## src/rtl/gb_wave_ram_arbiter_if.sv

```systemverilog
// Wave RAM arbiter bus: channel fetch port and CPU access port.
// The requester side drives the master modport; the arbiter owns slave.
interface gb_wave_ram_arbiter_if;
   logic       ch_on;
   logic       ch_fetch_req;
   logic [3:0] ch_addr;
   logic       ch_fetch_ack;
   logic [7:0] ch_data;
   logic       cpu_req;
   logic       cpu_we;
   logic [3:0] cpu_addr;
   logic [7:0] cpu_wdata;
   logic       cpu_ack;
   logic [7:0] cpu_rdata;
   logic       cpu_stall;

   modport master (
      output ch_on,
      output ch_fetch_req,
      output ch_addr,
      input  ch_fetch_ack,
      input  ch_data,
      output cpu_req,
      output cpu_we,
      output cpu_addr,
      output cpu_wdata,
      input  cpu_ack,
      input  cpu_rdata,
      input  cpu_stall
   );

   modport slave (
      input  ch_on,
      input  ch_fetch_req,
      input  ch_addr,
      output ch_fetch_ack,
      output ch_data,
      input  cpu_req,
      input  cpu_we,
      input  cpu_addr,
      input  cpu_wdata,
      output cpu_ack,
      output cpu_rdata,
      output cpu_stall
   );
endinterface

```

## src/rtl/gb_wave_ram_arbiter.sv

```systemverilog
// Channel 3 wave RAM (16 x 8) with a single port shared between the
// wave channel sample fetch (priority) and the CPU bus.
module gb_wave_ram_arbiter (
   input  logic                 clk,
   input  logic                 reset,
   gb_wave_ram_arbiter_if.slave bus
);

   typedef enum logic [1:0] {
      IDLE,
      CH,
      CPU
   } state_t;

   state_t     state;
   state_t     nxt;
   logic [7:0] mem [16];
   logic [3:0] ch_addr_q;
   logic [7:0] ch_data_q;
   logic [7:0] cpu_rdata_q;
   logic       stall_q;
   logic       cpu_ack_w;
   logic [3:0] ea;

   assign cpu_ack_w = (state == CPU);

   // Channel has absolute priority; a CPU request is ignored while acked.
   always_comb begin
      nxt = IDLE;
      if (bus.ch_fetch_req) begin
         nxt = CH;
      end else if (bus.cpu_req && !cpu_ack_w) begin
         nxt = CPU;
      end
   end

   always_ff @(posedge clk or negedge reset) begin
      if (!reset) begin
         state <= IDLE;
      end else begin
         state <= nxt;
      end
   end

   // While playing, the CPU only reaches the byte the channel last fetched.
   assign ea = bus.ch_on ? ch_addr_q : bus.cpu_addr;

   always_ff @(posedge clk or negedge reset) begin
      if (!reset) begin
         for (int i = 0; i < 16; i++) begin
            mem[i] <= 8'h00;
         end
         ch_addr_q   <= 4'h0;
         ch_data_q   <= 8'h00;
         cpu_rdata_q <= 8'h00;
         stall_q     <= 1'b0;
      end else begin
         stall_q <= bus.cpu_req && !cpu_ack_w && bus.ch_fetch_req;
         if (nxt == CH) begin
            ch_data_q <= mem[bus.ch_addr];
            ch_addr_q <= bus.ch_addr;
         end
         if (nxt == CPU) begin
            if (bus.cpu_we) begin
               mem[ea] <= bus.cpu_wdata;
            end else begin
               cpu_rdata_q <= mem[ea];
            end
         end
      end
   end

   assign bus.ch_fetch_ack = (state == CH);
   assign bus.ch_data      = ch_data_q;
   assign bus.cpu_ack      = cpu_ack_w;
   assign bus.cpu_rdata    = cpu_rdata_q;
   assign bus.cpu_stall    = stall_q;

endmodule

```

## src/flat_wrapper.sv

```systemverilog
// flat-port wrapper written by rule: the top's interface ports become plain ports
module gb_wave_ram_arbiter_flat 
  (clk, reset, bus_ch_on, bus_ch_fetch_req, bus_ch_addr, bus_ch_fetch_ack, bus_ch_data, bus_cpu_req, bus_cpu_we, bus_cpu_addr, bus_cpu_wdata, bus_cpu_ack, bus_cpu_rdata, bus_cpu_stall);
  gb_wave_ram_arbiter_if bus_i ();
  input  logic clk;
  input  logic reset;
  input wire logic [$bits(bus_i.ch_on)-1:0] bus_ch_on;
  input wire logic [$bits(bus_i.ch_fetch_req)-1:0] bus_ch_fetch_req;
  input wire logic [$bits(bus_i.ch_addr)-1:0] bus_ch_addr;
  output wire logic [$bits(bus_i.ch_fetch_ack)-1:0] bus_ch_fetch_ack;
  output wire logic [$bits(bus_i.ch_data)-1:0] bus_ch_data;
  input wire logic [$bits(bus_i.cpu_req)-1:0] bus_cpu_req;
  input wire logic [$bits(bus_i.cpu_we)-1:0] bus_cpu_we;
  input wire logic [$bits(bus_i.cpu_addr)-1:0] bus_cpu_addr;
  input wire logic [$bits(bus_i.cpu_wdata)-1:0] bus_cpu_wdata;
  output wire logic [$bits(bus_i.cpu_ack)-1:0] bus_cpu_ack;
  output wire logic [$bits(bus_i.cpu_rdata)-1:0] bus_cpu_rdata;
  output wire logic [$bits(bus_i.cpu_stall)-1:0] bus_cpu_stall;
  assign bus_i.ch_on = bus_ch_on;
  assign bus_i.ch_fetch_req = bus_ch_fetch_req;
  assign bus_i.ch_addr = bus_ch_addr;
  assign bus_ch_fetch_ack = bus_i.ch_fetch_ack;
  assign bus_ch_data = bus_i.ch_data;
  assign bus_i.cpu_req = bus_cpu_req;
  assign bus_i.cpu_we = bus_cpu_we;
  assign bus_i.cpu_addr = bus_cpu_addr;
  assign bus_i.cpu_wdata = bus_cpu_wdata;
  assign bus_cpu_ack = bus_i.cpu_ack;
  assign bus_cpu_rdata = bus_i.cpu_rdata;
  assign bus_cpu_stall = bus_i.cpu_stall;
  gb_wave_ram_arbiter u_core (.clk(clk), .reset(reset), .bus(bus_i));
endmodule
```

## config.mk

```make
export PLATFORM = sky130hd
export DESIGN_NAME = gb_wave_ram_arbiter_flat
export DESIGN_NICKNAME = d
export VERILOG_FILES = /design/src/rtl/gb_wave_ram_arbiter_if.sv /design/src/rtl/gb_wave_ram_arbiter.sv /design/src/flat_wrapper.sv
export SDC_FILE = /design/constraint.sdc
export NUM_CORES = 1
export LEC_CHECK = 0
export ABC_AREA = 1
export BUFFER_PORTS_ARGS = -buffer_cell sky130_fd_sc_hd__buf_2
export CAP_MARGIN = 20
export CORE_ASPECT_RATIO = 1.4
export CORE_MARGIN = 8
export CORE_UTILIZATION = 50
export DETAILED_ROUTE_END_ITERATION = 7
export HOLD_SLACK_MARGIN = 0.1
export PLACE_DENSITY = 0.67
export SYNTH_ARGS = -nofsm -noshare
export SYNTH_HDL_FRONTEND = slang
export SYNTH_SLANG_ARGS = --single-unit
```

## constraint.sdc

```tcl
create_clock -name clk -period 2.3 [get_ports clk]
set_input_delay 0.46 -clock clk [delete_from_list [all_inputs] [get_ports clk]]
set_output_delay 0.46 -clock clk [all_outputs]
set_load 0.02 [all_outputs]
```

==> Word level (Yosys, flattened, before mapping) <==
Cells that the tools add are included.
{ "op_classes": {"bitwise": 3, "n_mux": 12, "eq_ne": 4, "n_reduce_logical": 6, "order_cmp": 3} }
{ "ops": {"columns": ["op", "n"], "rows": [
  ["bitwise mux 128 bit", 1],
  ["binary-select mux 8 bit (select 4 bit)", 2],
  ["2-to-1 mux 8 bit", 5],
  ["demux 8 bit (select 4 bit)", 1],
  ["greater-or-equal comparator 5 bit, second input constant", 2],
  ["NOT 4 -> 5 bit", 2],
  ["< comparator 5 x 1 -> 1 bit, second input constant", 1],
  ["equality test 2 x 1 -> 1 bit, second input constant", 2],
  ["equality test 2 bit, second input constant", 2],
  ["2-to-1 mux 2 bit", 2],
  ["2-to-1 mux 4 bit", 1],
  ["AND reduction 2 bit", 2],
  ["logical AND 1 bit", 3],
  ["logical NOT 1 bit", 1],
  ["NOT 1 bit", 1]
]} }
{ "word_totals": {"elab_cells": 49, "output_inout_bits": 19, "register_bits": 151} }

==> Longest topological paths before layout <==
Gate-level depths: netlist of the first run.
{ "depth": {"word_depth": 7, "ltp_mapped": 13, "mapped_depth_nobuf": 11} }

==> Least setup slack after synthesis of the first run <==
OpenSTA, ideal clock, no wires.
{ "synth_timing": {"path_kind": "input-to-reg", "startpoint": "input bus_ch_on", "endpoint": "register u_core.mem[54] (netlist name)", "stages": 9, "path_slack_ns": 0.539, "path_buffers": 3, "t_required_ns": 2.172, "t_arrival_ns": 1.633, "cell_sequence": "buf_6 -> nand2_1 -> o21ai_1 -> buf_2 -> nor3_4 -> nand2_4 -> buf_6 -> nand2_1 -> o21ai_2"} }
{ "synth_between": {"elab_chain_cells": 7} }
{ "synth_rtl": {"columns": ["item", "line_no", "rtl"], "rows": [
  ["from (decl)", "flat_wrapper.sv:7", "input wire logic [$bits(bus_i.ch_on)-1:0] bus_ch_on;"],
  ["2-to-1 mux 4 bit *", "gb_wave_ram_arbiter.sv:46", "assign ea = bus.ch_on ? ch_addr_q : bus.cpu_addr;"],
  ["NOT 4 -> 5 bit (implied by the code) *", "gb_wave_ram_arbiter.sv:65", "mem[ea] <= bus.cpu_wdata;"],
  ["greater-or-equal comparator 5 bit (implied by the code) or < comparator 5 x 1 -> 1 bit (tied branches)", "gb_wave_ram_arbiter.sv:65", null],
  ["logical AND 1 bit (implied by the code)", "gb_wave_ram_arbiter.sv:65", null],
  ["2-to-1 mux 8 bit (implied by the code)", "gb_wave_ram_arbiter.sv:65", null],
  ["demux 8 bit (select 4 bit) *", "gb_wave_ram_arbiter.sv:65", null],
  ["bitwise mux 128 bit *", "gb_wave_ram_arbiter.sv:65", null],
  ["to (signal, indexed assignment)", "gb_wave_ram_arbiter.sv:65", null],
  ["to (decl)", "gb_wave_ram_arbiter.sv:17", "logic [7:0] mem [16];"]
]} }
Mark *: on every way between the ends. The rest lies on a longest branch, timed or not.
A chain may end at the register's enable or synchronous reset.

==> Worst setup path after layout of the first run <==
{ "layout_timing": {"startpoint": "register u_core.state[1]", "endpoint": "register u_core.mem[48] (netlist name)"} }
{ "layout_between": {"elab_chain_cells": 7} }
{ "layout_rtl": {"columns": ["item", "line_no", "rtl"], "rows": [
  ["from (decl)", "gb_wave_ram_arbiter.sv:15", "state_t state;"],
  ["from (signal assigned)", "gb_wave_ram_arbiter.sv:41", "state <= nxt;"],
  ["equality test 2 bit", "gb_wave_ram_arbiter.sv:25", "assign cpu_ack_w = (state == CPU);"],
  ["logical NOT 1 bit", "gb_wave_ram_arbiter.sv:32", "end else if (bus.cpu_req && !cpu_ack_w) begin"],
  ["logical AND 1 bit", "gb_wave_ram_arbiter.sv:32", null],
  ["2-to-1 mux 2 bit", "gb_wave_ram_arbiter.sv:32", null],
  ["2-to-1 mux 2 bit", "gb_wave_ram_arbiter.sv:30", "if (bus.ch_fetch_req) begin"],
  ["net u_core.nxt[1]", "gb_wave_ram_arbiter.sv:16", "state_t nxt;"],
  ["equality test 2 bit", "gb_wave_ram_arbiter.sv:63", "if (nxt == CPU) begin"],
  ["AND reduction 2 bit (no line)", null, null]
]} }
The timed path passes the listed nets, and every way through them passes these cells.

==> results of run 1 <==
-- Yosys cell counts (all sizes together) --
| cell type | count |
|---|---|
| clkbuf | 42 |
| dfrtp | 151 |
| nand3 | 143 |
| nor2 | 32 |
| a21oi | 39 |
| o31ai | 7 |
| o21ai | 140 |
| nand4 | 8 |
| inv | 35 |
| nand2 | 532 |
| buf | 41 |
| or2 | 8 |
| nor3 | 3 |
-- power by group --
| group | total (W) | internal [W] | switching, W |
|---|---|---|---|
| Sequential | 0.00346 | 0.00309 | 0.000378 |
| Combinational | 0.00170 | 0.000623 | 0.00108 |
| Clock | 0.00297 | 0.00182 | 0.00115 |
-- worst max-delay path, stage by stage (launching register included) --
cell and delay [ps]:
sky130_fd_sc_hd__dfrtp_1 380, sky130_fd_sc_hd__inv_1 70, sky130_fd_sc_hd__o21ai_1 90, sky130_fd_sc_hd__nor2_1 160, sky130_fd_sc_hd__nand2_2 150, sky130_fd_sc_hd__nor3_4 460
sky130_fd_sc_hd__nand2_4 250, sky130_fd_sc_hd__nand2_1 140, sky130_fd_sc_hd__o21ai_2 50
-- registers in the layout, summed over array words and instances, names as in the netlist --
signal / cells
u_core.bus.cpu_rdata: 8
u_core.bus.cpu_stall: 1
u_core.bus.ch_data: 8
u_core.mem: 128
u_core.state: 2
u_core.ch_addr_q: 4
-- per-layer routing --
metal  up-vias  global-route usage, %  routed length, µm
met3       109                  4.308               2071
met5         -                      0                  0
met1      3809                  32.08              10860
li1       3882                      -                  -
met2       393                  43.90              13260
met4         0                  22.32               2129
-- repair_timing --
item | 4_1_cts | 5_1_grt
endpoints found under the hold margin | 40 | 0
hold buffers | 1 | 0
buffers inserted | 0 | 0
-- final timing paths --
check                                  from              end  slack, ps  depth (start not counted)
max reg2reg                 u_core.state[1]   u_core.mem[48]        390                          8
max                         u_core.state[1]   u_core.mem[48]        390                          8
max in group asynchronous             reset   u_core.mem[67]       1150                          3
min                        bus_ch_fetch_req  u_core.state[1]        210                          2
min in group asynchronous             reset   u_core.mem[44]        530                          2
min reg2reg                  u_core.mem[31]   u_core.mem[31]        490                          2
-- cells by family (layout without fill, tap and decap cells) --
logic type             count (synthesis)  after routing
AO/OA/AOI/OAI                        186            186
flip-flops                           151            151
buffers and inverters                118            161
AND/OR/NAND/NOR                      726            726
-- layout make-up --
cell class,count,share of cell area [%]
sequential,151,39.35
tap,203,2.645
clock buffer,20,4.548
timing repair buffer,94,7.441
multi-input combinational,912,42.81
inverter,35,1.368
clock inverter,12,1.837
-- cell usage in the layout (no fill, tap or decap), drive strengths merged --
cell | netlist | routed
or2 | 8 | 8
o31ai | 7 | 7
buf | 41 | 93
dfrtp | 151 | 151
a21oi | 39 | 39
nor2 | 32 | 32
clkinv | 0 | 5
nand2 | 532 | 532
inv | 35 | 36
nand3 | 143 | 143
clkbuf | 42 | 20
nand4 | 8 | 8
bufinv | 0 | 4
nor3 | 3 | 3
clkinvlp | 0 | 2
dlygate4sd3 | 0 | 1
o21ai | 140 | 140
-- per-stage QoR --
stage	cells	utilization (%)	setup WS [ps]	power [W]
2_1_floorplan	1181	-	539.3	0.004516
3_3_place_gp	1394	54.07	165.5	0.005136
3_5_place_dp	1394	54.07	149.9	0.005171
4_1_cts	1427	57.82	412.1	0.008126
5_1_grt	1427	57.82	225.0	0.008524
6_report	1427	57.82	392.2	0.008132
==> report_table.html, run 1 <==
<table>
<tr><th>Metric</th><th>Value</th></tr>
<tr><th colspan="2">CTS</th></tr>
<tr><td>Count of clock tree sinks</td><td>151</td></tr>
<tr><td>CTS tree</td><td>built</td></tr>
<tr><td>Clock slew at the register clock pins of the worst setup and hold paths</td><td>60 ps</td></tr>
<tr><td>Total clock buffers created by CTS</td><td>17</td></tr>
<tr><td>Clock Tree Root</td><td>sky130_fd_sc_hd__clkbuf_16</td></tr>
<tr><td>Worst-skew pair later-pin latency</td><td>430 ps</td></tr>
<tr><td>Post-CTS Resized</td><td>0</td></tr>
<tr><td>Count of H-tree levels built during CTS</td><td>4</td></tr>
<tr><td>CTS Buffer Depth</td><td>2</td></tr>
<tr><th colspan="2">STA</th></tr>
<tr><td>Smallest hold slack</td><td>211.6 ps</td></tr>
<tr><td>Max-slew violation total from the final report</td><td>0</td></tr>
<tr><td>Clock Skew</td><td>about 8.7 ps</td></tr>
<tr><td>Worst relative slew slack</td><td>51.18%</td></tr>
<tr><td>Achievable Freq</td><td>about 0.52 GHz</td></tr>
<tr><td>Summed negative setup slack over all endpoints</td><td>0 ps</td></tr>
<tr><td>Least-Margin Pin Slew</td><td>between 700 and 800 ps</td></tr>
<tr><td>Crit share post-route</td><td>82.95%</td></tr>
<tr><td>Setup repair after global routing missed its margin</td><td>false</td></tr>
<tr><td>Final hold violation count</td><td>0</td></tr>
<tr><td>Finish-stage setup viols</td><td>0</td></tr>
<tr><td>Period minus WS final</td><td>~1900 ps</td></tr>
<tr><th colspan="2">Worst hold path</th></tr>
<tr><td>Worst min path class</td><td>in2reg</td></tr>
<tr><th colspan="2">Logic synthesis</th></tr>
<tr><td>Number of nets in the synthesized netlist</td><td>1,203</td></tr>
<tr><td>Part of the Yosys area used for sequential elements</td><td>44.87%</td></tr>
<tr><td>Post-synthesis compound-gate area fraction</td><td>12.15%</td></tr>
<tr><td>Cell type with the highest aggregate area in the netlist</td><td>sky130_fd_sc_hd__dfrtp_1</td></tr>
<tr><td>Synth warn</td><td>0</td></tr>
<tr><td>Share of synthesized area spent on multiplexers</td><td>0%</td></tr>
<tr><td>Cell types with the largest area share after synthesis</td><td>sky130_fd_sc_hd__dfrtp_1, sky130_fd_sc_hd__nand2_1, sky130_fd_sc_hd__nand3_1, sky130_fd_sc_hd__o21ai_0, sky130_fd_sc_hd__o21ai_1</td></tr>
<tr><td>Unique cell type count in the Yosys netlist</td><td>23</td></tr>
<tr><td>Synthesis-stage register bit count</td><td>151</td></tr>
<tr><td>Largest family of logic cells by synthesized area</td><td>simple AND/OR/NAND/NOR gates</td></tr>
<tr><td>Mean instance size in the synthesized netlist</td><td>7.131 µm²</td></tr>
<tr><td>Simple-gate share of the synthesized area</td><td>36.52%</td></tr>
<tr><td>Post-Synth XOR/XNOR Area</td><td>0%</td></tr>
<tr><td>Area share of the largest cell type after synthesis</td><td>44.87%</td></tr>
<tr><td>Syn Inst Count</td><td>1,181</td></tr>
<tr><td>Adder-cell area share of the yosys netlist</td><td>0%</td></tr>
<tr><td>Cell Area, Synth</td><td>approximately 8400 µm²</td></tr>
<tr><th colspan="2">Cells and area</th></tr>
<tr><td>Number of nets in the layout</td><td>1,233</td></tr>
<tr><td>Area added between synthesis and finish</td><td>14.01%</td></tr>
<tr><td>Number of antenna diodes</td><td>0</td></tr>
<tr><td>Fraction of final layout cells sized beyond drive strength 1</td><td>14.22%</td></tr>
<tr><td>Area taken by multi-input logic gates</td><td>4110 µm²</td></tr>
<tr><td>Fill cell count</td><td>1,590</td></tr>
<tr><td>Flip-flop and latch area</td><td>3779 µm²</td></tr>
<tr><td>Design area</td><td>a little under 10,000 µm²</td></tr>
<tr><th colspan="2">GRT</th></tr>
<tr><td>Global route total overflow</td><td>0</td></tr>
<tr><td>Vias in the first global route</td><td>7,777</td></tr>
<tr><td>Maximum number of pins on one net before global-route repair</td><td>between 50 and 60</td></tr>
<tr><td>Wire length of the first global-routing pass</td><td>about 45 mm</td></tr>
<tr><td>GR Util All Layers</td><td>27.33%</td></tr>
<tr><td>Antenna violations before repair</td><td>0</td></tr>
<tr><th colspan="2">Detailed routing</th></tr>
<tr><td>Per-cell routed wire length</td><td>19.84 µm</td></tr>
<tr><td>Aggregate routed wire length</td><td>28.32 mm</td></tr>
<tr><td>Antenna-violating nets left</td><td>0</td></tr>
<tr><td>Drt first-iter violations</td><td>slightly above 800</td></tr>
<tr><td>Vias post-DR</td><td>8,193</td></tr>
<tr><td>Via/cell ratio</td><td>~5.7</td></tr>
<tr><td>Number of remaining DRC errors</td><td>0</td></tr>
<tr><td>Number of iterations in the first detailed-routing pass</td><td>6</td></tr>
<tr><th colspan="2">Pwr</th></tr>
<tr><td>P per Cell Area</td><td>846.9 nW/µm²</td></tr>
<tr><td>Peak supply drop</td><td>about 0.46 mV</td></tr>
<tr><td>Cell leakage power</td><td>approximately 4.8 nW</td></tr>
<tr><th colspan="2">Placed design</th></tr>
<tr><td>Post-Place Cell Area</td><td>8979 µm²</td></tr>
<tr><td>Total of buffers placed on input and output ports</td><td>40</td></tr>
<tr><td>Half-perimeter wire length after detailed placement</td><td>18.86 mm</td></tr>
<tr><td>RD Place Congestion</td><td>0.9294</td></tr>
<tr><th colspan="2">Run status</th></tr>
<tr><td>Outcome</td><td>finished clean</td></tr>
<tr><th colspan="2">Floorplan</th></tr>
<tr><td>Placement Rows</td><td>56</td></tr>
<tr><td>Die Y-Extent</td><td>169.6 µm</td></tr>
<tr><td>Die width</td><td>125.7 µm</td></tr>
<tr><td>Area enclosed by the die boundary</td><td>~21,000 µm²</td></tr>
<tr><td>Starting density of the core</td><td>just over 50%</td></tr>
<tr><td>Area of the placeable core</td><td>16,610 µm²</td></tr>
<tr><td>I/O pin count</td><td>41</td></tr>
<tr><th colspan="2">Worst setup path</th></tr>
<tr><td>Type of element launching the critical path</td><td>register</td></tr>
<tr><td>Endpoint type of the worst setup path</td><td>register</td></tr>
<tr><td>Critical path peak fanout</td><td>16</td></tr>
<tr><td>Worst path arrival time</td><td>2200 ps</td></tr>
<tr><td>Critical path data required time</td><td>around 2600 ps</td></tr>
<tr><td>Worst setup path category</td><td>reg2reg</td></tr>
<tr><th colspan="2">Flow run</th></tr>
<tr><td>Maxcap violations</td><td>0</td></tr>
</table>
No activity file was read; power rests on OpenSTA's default activity.
==> inputs of run 2 (changes only) <==
==> constraint.sdc (replaced) <==
create_clock -name clk -period 2 [get_ports clk]
set_input_delay 0.4 -clock clk [delete_from_list [all_inputs] [get_ports clk]]
set_output_delay 0.4 -clock clk [all_outputs]
set_load 0.02 [all_outputs]
==> report_table.html, run 2 (synthesis gave the netlist of run 1 again) <==
<table>
<tr><th>Metric</th><th>Value</th></tr>
<tr><th colspan="2">STA</th></tr>
<tr><td>Clock Skew</td><td>8.358 ps (was 8.740 ps)</td></tr>
<tr><td>Period minus WS final</td><td>1730 ps (was 1908 ps)</td></tr>
<tr><td>Least setup slack across all paths after layout</td><td>270.2 ps (was 392.2 ps)</td></tr>
<tr><td>Final hold violation count</td><td>0 (unchanged)</td></tr>
<tr><td>Worst relative slew slack</td><td>56.34% (was 51.18%)</td></tr>
<tr><td>Achievable Freq</td><td>0.5781 GHz (was 0.5242 GHz)</td></tr>
<tr><td>Summed negative setup slack over all endpoints</td><td>0 ps (unchanged)</td></tr>
<tr><td>Least-Margin Pin Slew</td><td>654.1 ps (was 731.4 ps)</td></tr>
<tr><td>Setup repair after global routing missed its margin</td><td>false (unchanged)</td></tr>
<tr><td>Crit share post-route</td><td>86.49% (was 82.95%)</td></tr>
<tr><td>Max-slew violation total from the final report</td><td>0 (unchanged)</td></tr>
<tr><td>Smallest hold slack</td><td>155.4 ps (was 211.6 ps)</td></tr>
<tr><td>Finish-stage setup viols</td><td>0 (unchanged)</td></tr>
<tr><th colspan="2">CTS</th></tr>
<tr><td>Clock Tree Root</td><td>sky130_fd_sc_hd__clkbuf_16 (unchanged)</td></tr>
<tr><td>CTS Buffer Depth</td><td>2 (unchanged)</td></tr>
<tr><td>Total setup buffers inserted after CTS</td><td>0 (unchanged)</td></tr>
<tr><td>CTS tree</td><td>built (unchanged)</td></tr>
<tr><td>Clock slew at the register clock pins of the worst setup and hold paths</td><td>60 ps (about the same)</td></tr>
<tr><td>Total clock buffers created by CTS</td><td>17 (unchanged)</td></tr>
<tr><td>Count of clock tree sinks</td><td>151 (unchanged)</td></tr>
<tr><td>Count of H-tree levels built during CTS</td><td>4 (unchanged)</td></tr>
<tr><td>Worst-skew pair later-pin latency</td><td>430 ps (about the same)</td></tr>
<tr><td>Post-CTS Resized</td><td>0 (unchanged)</td></tr>
<tr><th colspan="2">Worst setup path</th></tr>
<tr><td>Worst path arrival time</td><td>2090 ps (was 2200 ps)</td></tr>
<tr><td>Worst path most repeated cell</td><td>sky130_fd_sc_hd__nand2_1</td></tr>
<tr><td>Type of element launching the critical path</td><td>register (unchanged)</td></tr>
<tr><td>Slowest stage cell, crit path</td><td>sky130_fd_sc_hd__dfrtp_1 (was sky130_fd_sc_hd__nor3_4)</td></tr>
<tr><td>Critical path data required time</td><td>2360 ps (was 2590 ps)</td></tr>
<tr><td>Worst setup path category</td><td>reg2reg (unchanged)</td></tr>
<tr><td>List of cells traversed by the critical path</td><td>inv_1, nand2_2, nand2_4, buf_4, nand2_1, nand2_1, nand2_1, nand3_1, nand2_1, nand2_1, nor2_1, nor2_1 (was inv_1, o21ai_1, nor2_1, nand2_2, nor3_4, nand2_4, nand2_1, o21ai_2)</td></tr>
<tr><td>Endpoint type of the worst setup path</td><td>register (unchanged)</td></tr>
<tr><td>Critical path peak fanout</td><td>19 (was 16)</td></tr>
<tr><td>CP max stage delay</td><td>390 ps (was 460 ps)</td></tr>
<tr><th colspan="2">GRT</th></tr>
<tr><td>Vias in the first global route</td><td>7,980 (was 7,777)</td></tr>
<tr><td>Maximum number of pins on one net before global-route repair</td><td>58 (was 51)</td></tr>
<tr><td>Wire length of the first global-routing pass</td><td>44.90 mm (was 44.82 mm)</td></tr>
<tr><td>Global route total overflow</td><td>0 (unchanged)</td></tr>
<tr><td>Antenna violations before repair</td><td>0 (unchanged)</td></tr>
<tr><td>GR Util All Layers</td><td>27.32% (was 27.33%)</td></tr>
<tr><th colspan="2">Pwr</th></tr>
<tr><td>Total power</td><td>0.009470 W (was 0.008132 W)</td></tr>
<tr><td>Cell leakage power</td><td>4.948 nW (was 4.817 nW)</td></tr>
<tr><td>Peak supply drop</td><td>0.4840 mV (was 0.4559 mV)</td></tr>
<tr><td>P per Cell Area</td><td>961.2 nW/µm² (was 846.9 nW/µm²)</td></tr>
<tr><th colspan="2">Floorplan</th></tr>
<tr><td>I/O pin count</td><td>41 (unchanged)</td></tr>
<tr><td>Starting density of the core</td><td>50.72% (unchanged)</td></tr>
<tr><td>Die Y-Extent</td><td>169.6 µm (unchanged)</td></tr>
<tr><td>Area enclosed by the die boundary</td><td>21,310 µm² (unchanged)</td></tr>
<tr><td>Placement Rows</td><td>56 (unchanged)</td></tr>
<tr><td>Area of the placeable core</td><td>16,610 µm² (unchanged)</td></tr>
<tr><td>Die width</td><td>125.7 µm (unchanged)</td></tr>
<tr><th colspan="2">Cells and area</th></tr>
<tr><td>Number of antenna diodes</td><td>0 (unchanged)</td></tr>
<tr><td>Fill cell count</td><td>1,549 (was 1,590)</td></tr>
<tr><td>Design area</td><td>9853 µm² (was 9602 µm²)</td></tr>
<tr><td>Fraction of final layout cells sized beyond drive strength 1</td><td>15.20% (was 14.22%)</td></tr>
<tr><td>Commonest non-fill, non-tap cells in the layout</td><td>sky130_fd_sc_hd__nand2_1, sky130_fd_sc_hd__dfrtp_1, sky130_fd_sc_hd__nand3_1 (unchanged)</td></tr>
<tr><td>Number of nets in the layout</td><td>1,246 (was 1,233)</td></tr>
<tr><td>Area added between synthesis and finish</td><td>17.00% (was 14.01%)</td></tr>
<tr><td>Number of flip-flops in the largest register</td><td>128 (unchanged)</td></tr>
<tr><td>Most common cell after layout, fill and taps aside</td><td>sky130_fd_sc_hd__nand2_1 (unchanged)</td></tr>
<tr><td>Most flops, register</td><td>u_core.mem (unchanged)</td></tr>
<tr><th colspan="2">Detailed routing</th></tr>
<tr><td>Vias post-DR</td><td>8,326 (was 8,193)</td></tr>
<tr><td>Via/cell ratio</td><td>5.782 (was 5.741)</td></tr>
<tr><td>Per-cell routed wire length</td><td>19.57 µm (was 19.84 µm)</td></tr>
<tr><td>Aggregate routed wire length</td><td>28.18 mm (was 28.32 mm)</td></tr>
<tr><td>Number of iterations in the first detailed-routing pass</td><td>6 (unchanged)</td></tr>
<tr><td>Drt first-iter violations</td><td>762 (was 819)</td></tr>
<tr><td>Antenna-violating nets left</td><td>0 (unchanged)</td></tr>
<tr><td>Number of remaining DRC errors</td><td>0 (unchanged)</td></tr>
<tr><th colspan="2">Placed design</th></tr>
<tr><td>Post-Place Cell Area</td><td>9201 µm² (was 8979 µm²)</td></tr>
<tr><td>Total of buffers placed on input and output ports</td><td>40 (unchanged)</td></tr>
<tr><td>Half-perimeter wire length after detailed placement</td><td>19.02 mm (was 18.86 mm)</td></tr>
<tr><td>Pre-CTS setup slack</td><td>20.35 ps (was 149.9 ps)</td></tr>
<tr><td>RD Place Congestion</td><td>0.9441 (was 0.9294)</td></tr>
<tr><th colspan="2">Run status</th></tr>
<tr><td>Outcome</td><td>finished clean (unchanged)</td></tr>
<tr><th colspan="2">Flow run</th></tr>
<tr><td>Maxcap violations</td><td>0 (unchanged)</td></tr>
<tr><th colspan="2">Worst hold path</th></tr>
<tr><td>Worst min path class</td><td>in2reg (unchanged)</td></tr>
</table>
==> run 2: metrics by stage <==
stage / cells / utilization [%]
finish: 1440 / 59.34
global placement: 1407 / 55.41
floorplan: 1181 / -
global route: 1440 / 59.34
detailed placement: 1407 / 55.41
CTS: 1440 / 59.34
==> run 2: worst paths after layout <==
kind                                     start                 endpoint  slack (ps)  depth (start not counted)
setup reg to reg           u_core.ch_addr_q[0]  u_core.bus.cpu_rdata[1]         270                         12
hold reg to reg                 u_core.mem[31]           u_core.mem[31]         490                          2
min in group asynchronous                reset           u_core.mem[38]         530                          2
setup / recovery           u_core.ch_addr_q[0]  u_core.bus.cpu_rdata[1]         270                         12
hold / removal                bus_ch_fetch_req          u_core.state[1]         160                          2
max in group asynchronous                reset           u_core.mem[99]         750                          3
==> run 2: worst max-delay path: cells and delay by family (launching register included) <==
family / cells / cell delay [ps]
simple gates: 10 / 920
buf+inv: 2 / 320
flops: 1 / 390
==> run 2: area by class of cell <==
type	count	area, µm²	share of cell area, %
Sequential cell	151	3779	38.35
Inverter	35	131.4	1.333
Multi-Input combinational cell	912	4110	41.71
Tap cell	203	254.0	2.578
Clock inverter	10	167.7	1.702
Clock buffer	22	474.2	4.813
Timing Repair Buffer	107	937.1	9.511
==> run 2: per-layer routing <==
metal | global-route usage (%) | vias up | share of wire [%] | wire length, µm
met2 | 44.72 | 374 | 48 | 13510
met1 | 32.30 | 3930 | 39 | 11010
met5 | 0 | - | 0 | 0
li1 | - | 3916 | - | -
met3 | 4.686 | 106 | 6.5 | 1829
met4 | 19.08 | 0 | 6.5 | 1833
==> run 2: what timing repair did <==
item                       CTS  global route
setup endpoints to repair    0             0
hold buffers                 1             0
hold endpoints to repair    50             0
==> run 2: power by group <==
group	total [W]	leakage [nW]	switching, W	internal, W
clock network	0.00349	0.311	0.00130	0.00220
registers	0.00400	1.99	0.000447	0.00355
logic	0.00198	2.64	0.00123	0.000757
==> inputs of run 3 (changes only) <==
--- a/config.mk
+++ b/config.mk
@@ -6,14 +6,17 @@
 export NUM_CORES = 1
 export LEC_CHECK = 0
 export ABC_AREA = 1
+export ABC_CLOCK_PERIOD_IN_PS = 2000
 export BUFFER_PORTS_ARGS = -buffer_cell sky130_fd_sc_hd__buf_2
 export CAP_MARGIN = 20
+export CELL_PAD_IN_SITES_DETAIL_PLACEMENT = 1
+export CELL_PAD_IN_SITES_GLOBAL_PLACEMENT = 2
 export CORE_ASPECT_RATIO = 1.4
 export CORE_MARGIN = 8
-export CORE_UTILIZATION = 50
+export CORE_UTILIZATION = 36
 export DETAILED_ROUTE_END_ITERATION = 7
 export HOLD_SLACK_MARGIN = 0.1
-export PLACE_DENSITY = 0.67
+export PLACE_DENSITY_LB_ADDON = 0.1
 export SYNTH_ARGS = -nofsm -noshare
 export SYNTH_HDL_FRONTEND = slang
 export SYNTH_SLANG_ARGS = --single-unit
==> report_table.html, run 3 (synthesis gave the netlist of run 1 again) <==
<table>
<tr><th>Metric</th><th>Value</th></tr>
<tr><th colspan="2">Run status</th></tr>
<tr><td>Outcome</td><td>finished clean (unchanged)</td></tr>
<tr><th colspan="2">STA</th></tr>
<tr><td>Worst relative slew slack</td><td>64.23% (was 56.34%)</td></tr>
<tr><td>Clock Skew</td><td>9.743 ps (was 8.358 ps)</td></tr>
<tr><td>Period minus WS final</td><td>1765 ps (was 1730 ps)</td></tr>
<tr><td>Least-Margin Pin Slew</td><td>536.5 ps (was 654.1 ps)</td></tr>
<tr><td>Crit share post-route</td><td>88.25% (was 86.49%)</td></tr>
<tr><td>Finish-stage setup viols</td><td>0 (unchanged)</td></tr>
<tr><td>Setup repair after global routing missed its margin</td><td>false (unchanged)</td></tr>
<tr><td>Smallest hold slack</td><td>152.3 ps (was 155.4 ps)</td></tr>
<tr><td>Final hold violation count</td><td>0 (unchanged)</td></tr>
<tr><td>Achievable Freq</td><td>0.5666 GHz (was 0.5781 GHz)</td></tr>
<tr><td>Max-slew violation total from the final report</td><td>0 (unchanged)</td></tr>
<tr><th colspan="2">GRT</th></tr>
<tr><td>Maximum number of pins on one net before global-route repair</td><td>48 (was 58)</td></tr>
<tr><td>Met1 Track Usage GR</td><td>29.44% (was 32.30%)</td></tr>
<tr><td>Vias in the first global route</td><td>8,676 (was 7,980)</td></tr>
<tr><td>Global route total overflow</td><td>0 (unchanged)</td></tr>
<tr><td>Met2 capacity usage during global routing</td><td>42.73% (was 44.72%)</td></tr>
<tr><td>Antenna violations before repair</td><td>0 (unchanged)</td></tr>
<tr><td>GR Util All Layers</td><td>24.82% (was 27.32%)</td></tr>
<tr><td>Wire length of the first global-routing pass</td><td>53.70 mm (was 44.90 mm)</td></tr>
<tr><td>Met3 capacity usage during global routing</td><td>3.420% (was 4.686%)</td></tr>
<tr><td>Global-route layer with the greatest usage</td><td>met2 (unchanged)</td></tr>
<tr><th colspan="2">CTS</th></tr>
<tr><td>Clock slew at the register clock pins of the worst setup and hold paths</td><td>60 ps (about the same)</td></tr>
<tr><td>Count of clock tree sinks</td><td>151 (unchanged)</td></tr>
<tr><td>Cts-stage hold buffer count</td><td>1 (unchanged)</td></tr>
<tr><td>Total setup buffers inserted after CTS</td><td>0 (unchanged)</td></tr>
<tr><td>Clock Tree Root</td><td>sky130_fd_sc_hd__clkbuf_16 (unchanged)</td></tr>
<tr><td>Total clock buffers created by CTS</td><td>17 (unchanged)</td></tr>
<tr><td>CTS tree</td><td>built (unchanged)</td></tr>
<tr><td>Worst-skew pair later-pin latency</td><td>440 ps (was 430 ps)</td></tr>
<tr><td>Post-CTS Resized</td><td>0 (unchanged)</td></tr>
<tr><td>Count of H-tree levels built during CTS</td><td>4 (unchanged)</td></tr>
<tr><td>CTS Buffer Depth</td><td>2 (unchanged)</td></tr>
<tr><th colspan="2">Floorplan</th></tr>
<tr><td>Die Y-Extent</td><td>197.0 µm (was 169.6 µm)</td></tr>
<tr><td>I/O pin count</td><td>41 (unchanged)</td></tr>
<tr><td>Placement Rows</td><td>66 (was 56)</td></tr>
<tr><td>Area enclosed by the die boundary</td><td>28,610 µm² (was 21,310 µm²)</td></tr>
<tr><td>Die width</td><td>145.3 µm (was 125.7 µm)</td></tr>
<tr><td>Starting density of the core</td><td>36.42% (was 50.72%)</td></tr>
<tr><td>Area of the placeable core</td><td>23,120 µm² (was 16,610 µm²)</td></tr>
<tr><th colspan="2">Detailed routing</th></tr>
<tr><td>Vias post-DR</td><td>8,209 (was 8,326)</td></tr>
<tr><td>Per-cell routed wire length</td><td>22.25 µm (was 19.57 µm)</td></tr>
<tr><td>Antenna-violating nets left</td><td>0 (unchanged)</td></tr>
<tr><td>Via/cell ratio</td><td>5.310 (was 5.782)</td></tr>
<tr><td>Number of iterations in the first detailed-routing pass</td><td>5 (was 6)</td></tr>
<tr><td>Drt first-iter violations</td><td>447 (was 762)</td></tr>
<tr><td>Aggregate routed wire length</td><td>34.40 mm (was 28.18 mm)</td></tr>
<tr><td>Number of remaining DRC errors</td><td>0 (unchanged)</td></tr>
<tr><th colspan="2">Cells and area</th></tr>
<tr><td>Number of nets in the layout</td><td>1,249 (was 1,246)</td></tr>
<tr><td>Fraction of final layout cells sized beyond drive strength 1</td><td>15.48% (was 15.20%)</td></tr>
<tr><td>Most flops, register</td><td>u_core.mem (unchanged)</td></tr>
<tr><td>Commonest non-fill, non-tap cells in the layout</td><td>sky130_fd_sc_hd__nand2_1, sky130_fd_sc_hd__dfrtp_1, sky130_fd_sc_hd__nand3_1 (unchanged)</td></tr>
<tr><td>Area added between synthesis and finish</td><td>19.28% (was 17.00%)</td></tr>
<tr><td>Design area</td><td>10,050 µm² (was 9853 µm²)</td></tr>
<tr><td>Number of flip-flops in the largest register</td><td>128 (unchanged)</td></tr>
<tr><td>Most common cell after layout, fill and taps aside</td><td>sky130_fd_sc_hd__nand2_1 (unchanged)</td></tr>
<tr><td>Number of antenna diodes</td><td>0 (unchanged)</td></tr>
<tr><td>Final standard cell utilization of the core</td><td>43.45% (was 59.34%)</td></tr>
<tr><td>Final non-filler cell total</td><td>1,546 (was 1,440)</td></tr>
<tr><th colspan="2">Placed design</th></tr>
<tr><td>Half-perimeter wire length after detailed placement</td><td>24.25 mm (was 19.02 mm)</td></tr>
<tr><td>Post-Place Cell Area</td><td>9428 µm² (was 9201 µm²)</td></tr>
<tr><td>Total of buffers placed on input and output ports</td><td>40 (unchanged)</td></tr>
<tr><td>Placed cells</td><td>1,513 (was 1,407)</td></tr>
<tr><td>RD Place Congestion</td><td>0.8362 (was 0.9441)</td></tr>
<tr><th colspan="2">Pwr</th></tr>
<tr><td>Total power</td><td>0.009496 W (was 0.009470 W)</td></tr>
<tr><td>Cell leakage power</td><td>4.977 nW (was 4.948 nW)</td></tr>
<tr><td>Peak supply drop</td><td>0.5899 mV (was 0.4840 mV)</td></tr>
<tr><td>P per Cell Area</td><td>945.3 nW/µm² (was 961.2 nW/µm²)</td></tr>
<tr><th colspan="2">Worst setup path</th></tr>
<tr><td>Critical path data required time</td><td>2340 ps (was 2360 ps)</td></tr>
<tr><td>Worst setup path startpoint</td><td>u_core.state[1] (was u_core.ch_addr_q[0])</td></tr>
<tr><td>Beginning of the worst register-to-register path</td><td>u_core.state[1] (was u_core.ch_addr_q[0])</td></tr>
<tr><td>Endpoint of the most critical register-to-register path</td><td>u_core.mem[99] (was u_core.bus.cpu_rdata[1])</td></tr>
<tr><td>Register-to-register path setup slack</td><td>230 ps (was 270 ps)</td></tr>
<tr><td>Endpoint type of the worst setup path</td><td>register (unchanged)</td></tr>
<tr><td>List of cells traversed by the critical path</td><td>inv_1, o21ai_1, nor2_1, nand2_2, inv_2, nand4_2, buf_12, o21ai_0 (was inv_1, nand2_2, nand2_4, buf_4, nand2_1, nand2_1, nand2_1, nand3_1, nand2_1, nand2_1, nor2_1, nor2_1)</td></tr>
<tr><td>Type of element launching the critical path</td><td>register (unchanged)</td></tr>
<tr><td>Worst Setup EP</td><td>u_core.mem[99] (was u_core.bus.cpu_rdata[1])</td></tr>
<tr><td>CP max stage delay</td><td>380 ps (was 390 ps)</td></tr>
<tr><td>Worst setup path category</td><td>reg2reg (unchanged)</td></tr>
<tr><td>Depth of the most critical reg-to-reg path</td><td>8 (was 12)</td></tr>
<tr><td>Worst path arrival time</td><td>2100 ps (was 2090 ps)</td></tr>
<tr><td>Slowest stage cell, crit path</td><td>sky130_fd_sc_hd__dfrtp_1 (unchanged)</td></tr>
<tr><td>Critical path peak fanout</td><td>16 (was 19)</td></tr>
<tr><th colspan="2">Worst hold path</th></tr>
<tr><td>Worst min path class</td><td>in2reg (unchanged)</td></tr>
<tr><th colspan="2">Flow run</th></tr>
<tr><td>Maxcap violations</td><td>0 (unchanged)</td></tr>
</table>
## run 3: changes by cell type in the layout (fill, tap and decap cells not counted), sizes merged
cell and delta:
buf +3, clkinv +3, clkbuf -2, bufinv -1, clkinvlp +1, inv -1
## run 3: stage by stage
step / worst slack [ps] / TNS (ps)
2_1_floorplan: 299.3 / 0
3_5_place_dp: -35.14 / -35.14
4_1_cts: 194.9 / 0
3_3_place_gp: 46.69 / 0
5_1_grt: 104.7 / 0
6_report: 235.0 / 0
## run 3: power breakdown
| part | internal, W | total [W] | switching (W) |
|---|---|---|---|
| combinational | 0.000783 | 0.00209 | 0.00131 |
| clock | 0.00202 | 0.00338 | 0.00135 |
| sequential | 0.00355 | 0.00403 | 0.000482 |
| total | 0.00636 | 0.00950 | 0.00314 |
## run 3: final cells by class
cell class | count | area (µm²)
clock buffers | 20 | 456.7
inverters | 35 | 131.4
flip-flops and latches | 151 | 3779
multi-input cells | 912 | 4110
well taps | 306 | 382.9
clock inverters | 12 | 151.4
fillers | 2927 | 13080
repair buffers | 110 | 1035
## run 3: critical path, delay by kind of cell, from the launching register on
kind / cells / cell delay (ps)
buf+inv: 3 / 480
compound gates: 2 / 300
simple gates: 3 / 480
flops: 1 / 380
## run 3: worst min-delay path by stage
stage	startpoint	endpoint	slack, ps	cells past startpoint
after floorplan	reset	u_core.bus.ch_data[0]	100	0
after detailed placement	reset	u_core.mem[60]	400	1
final	bus_ch_fetch_req	u_core.state[1]	150	2
after CTS	bus_ch_fetch_req	u_core.state[1]	130	2
after global placement	reset	u_core.mem[60]	400	1
after global routing	bus_ch_fetch_req	u_core.state[1]	140	2
## run 3: layer usage
metal	routed length [µm]	vias up
li1	-	3917
met1	14590	4093
met2	17190	136
met3	889	63
met4	1731	0
met5	0	-
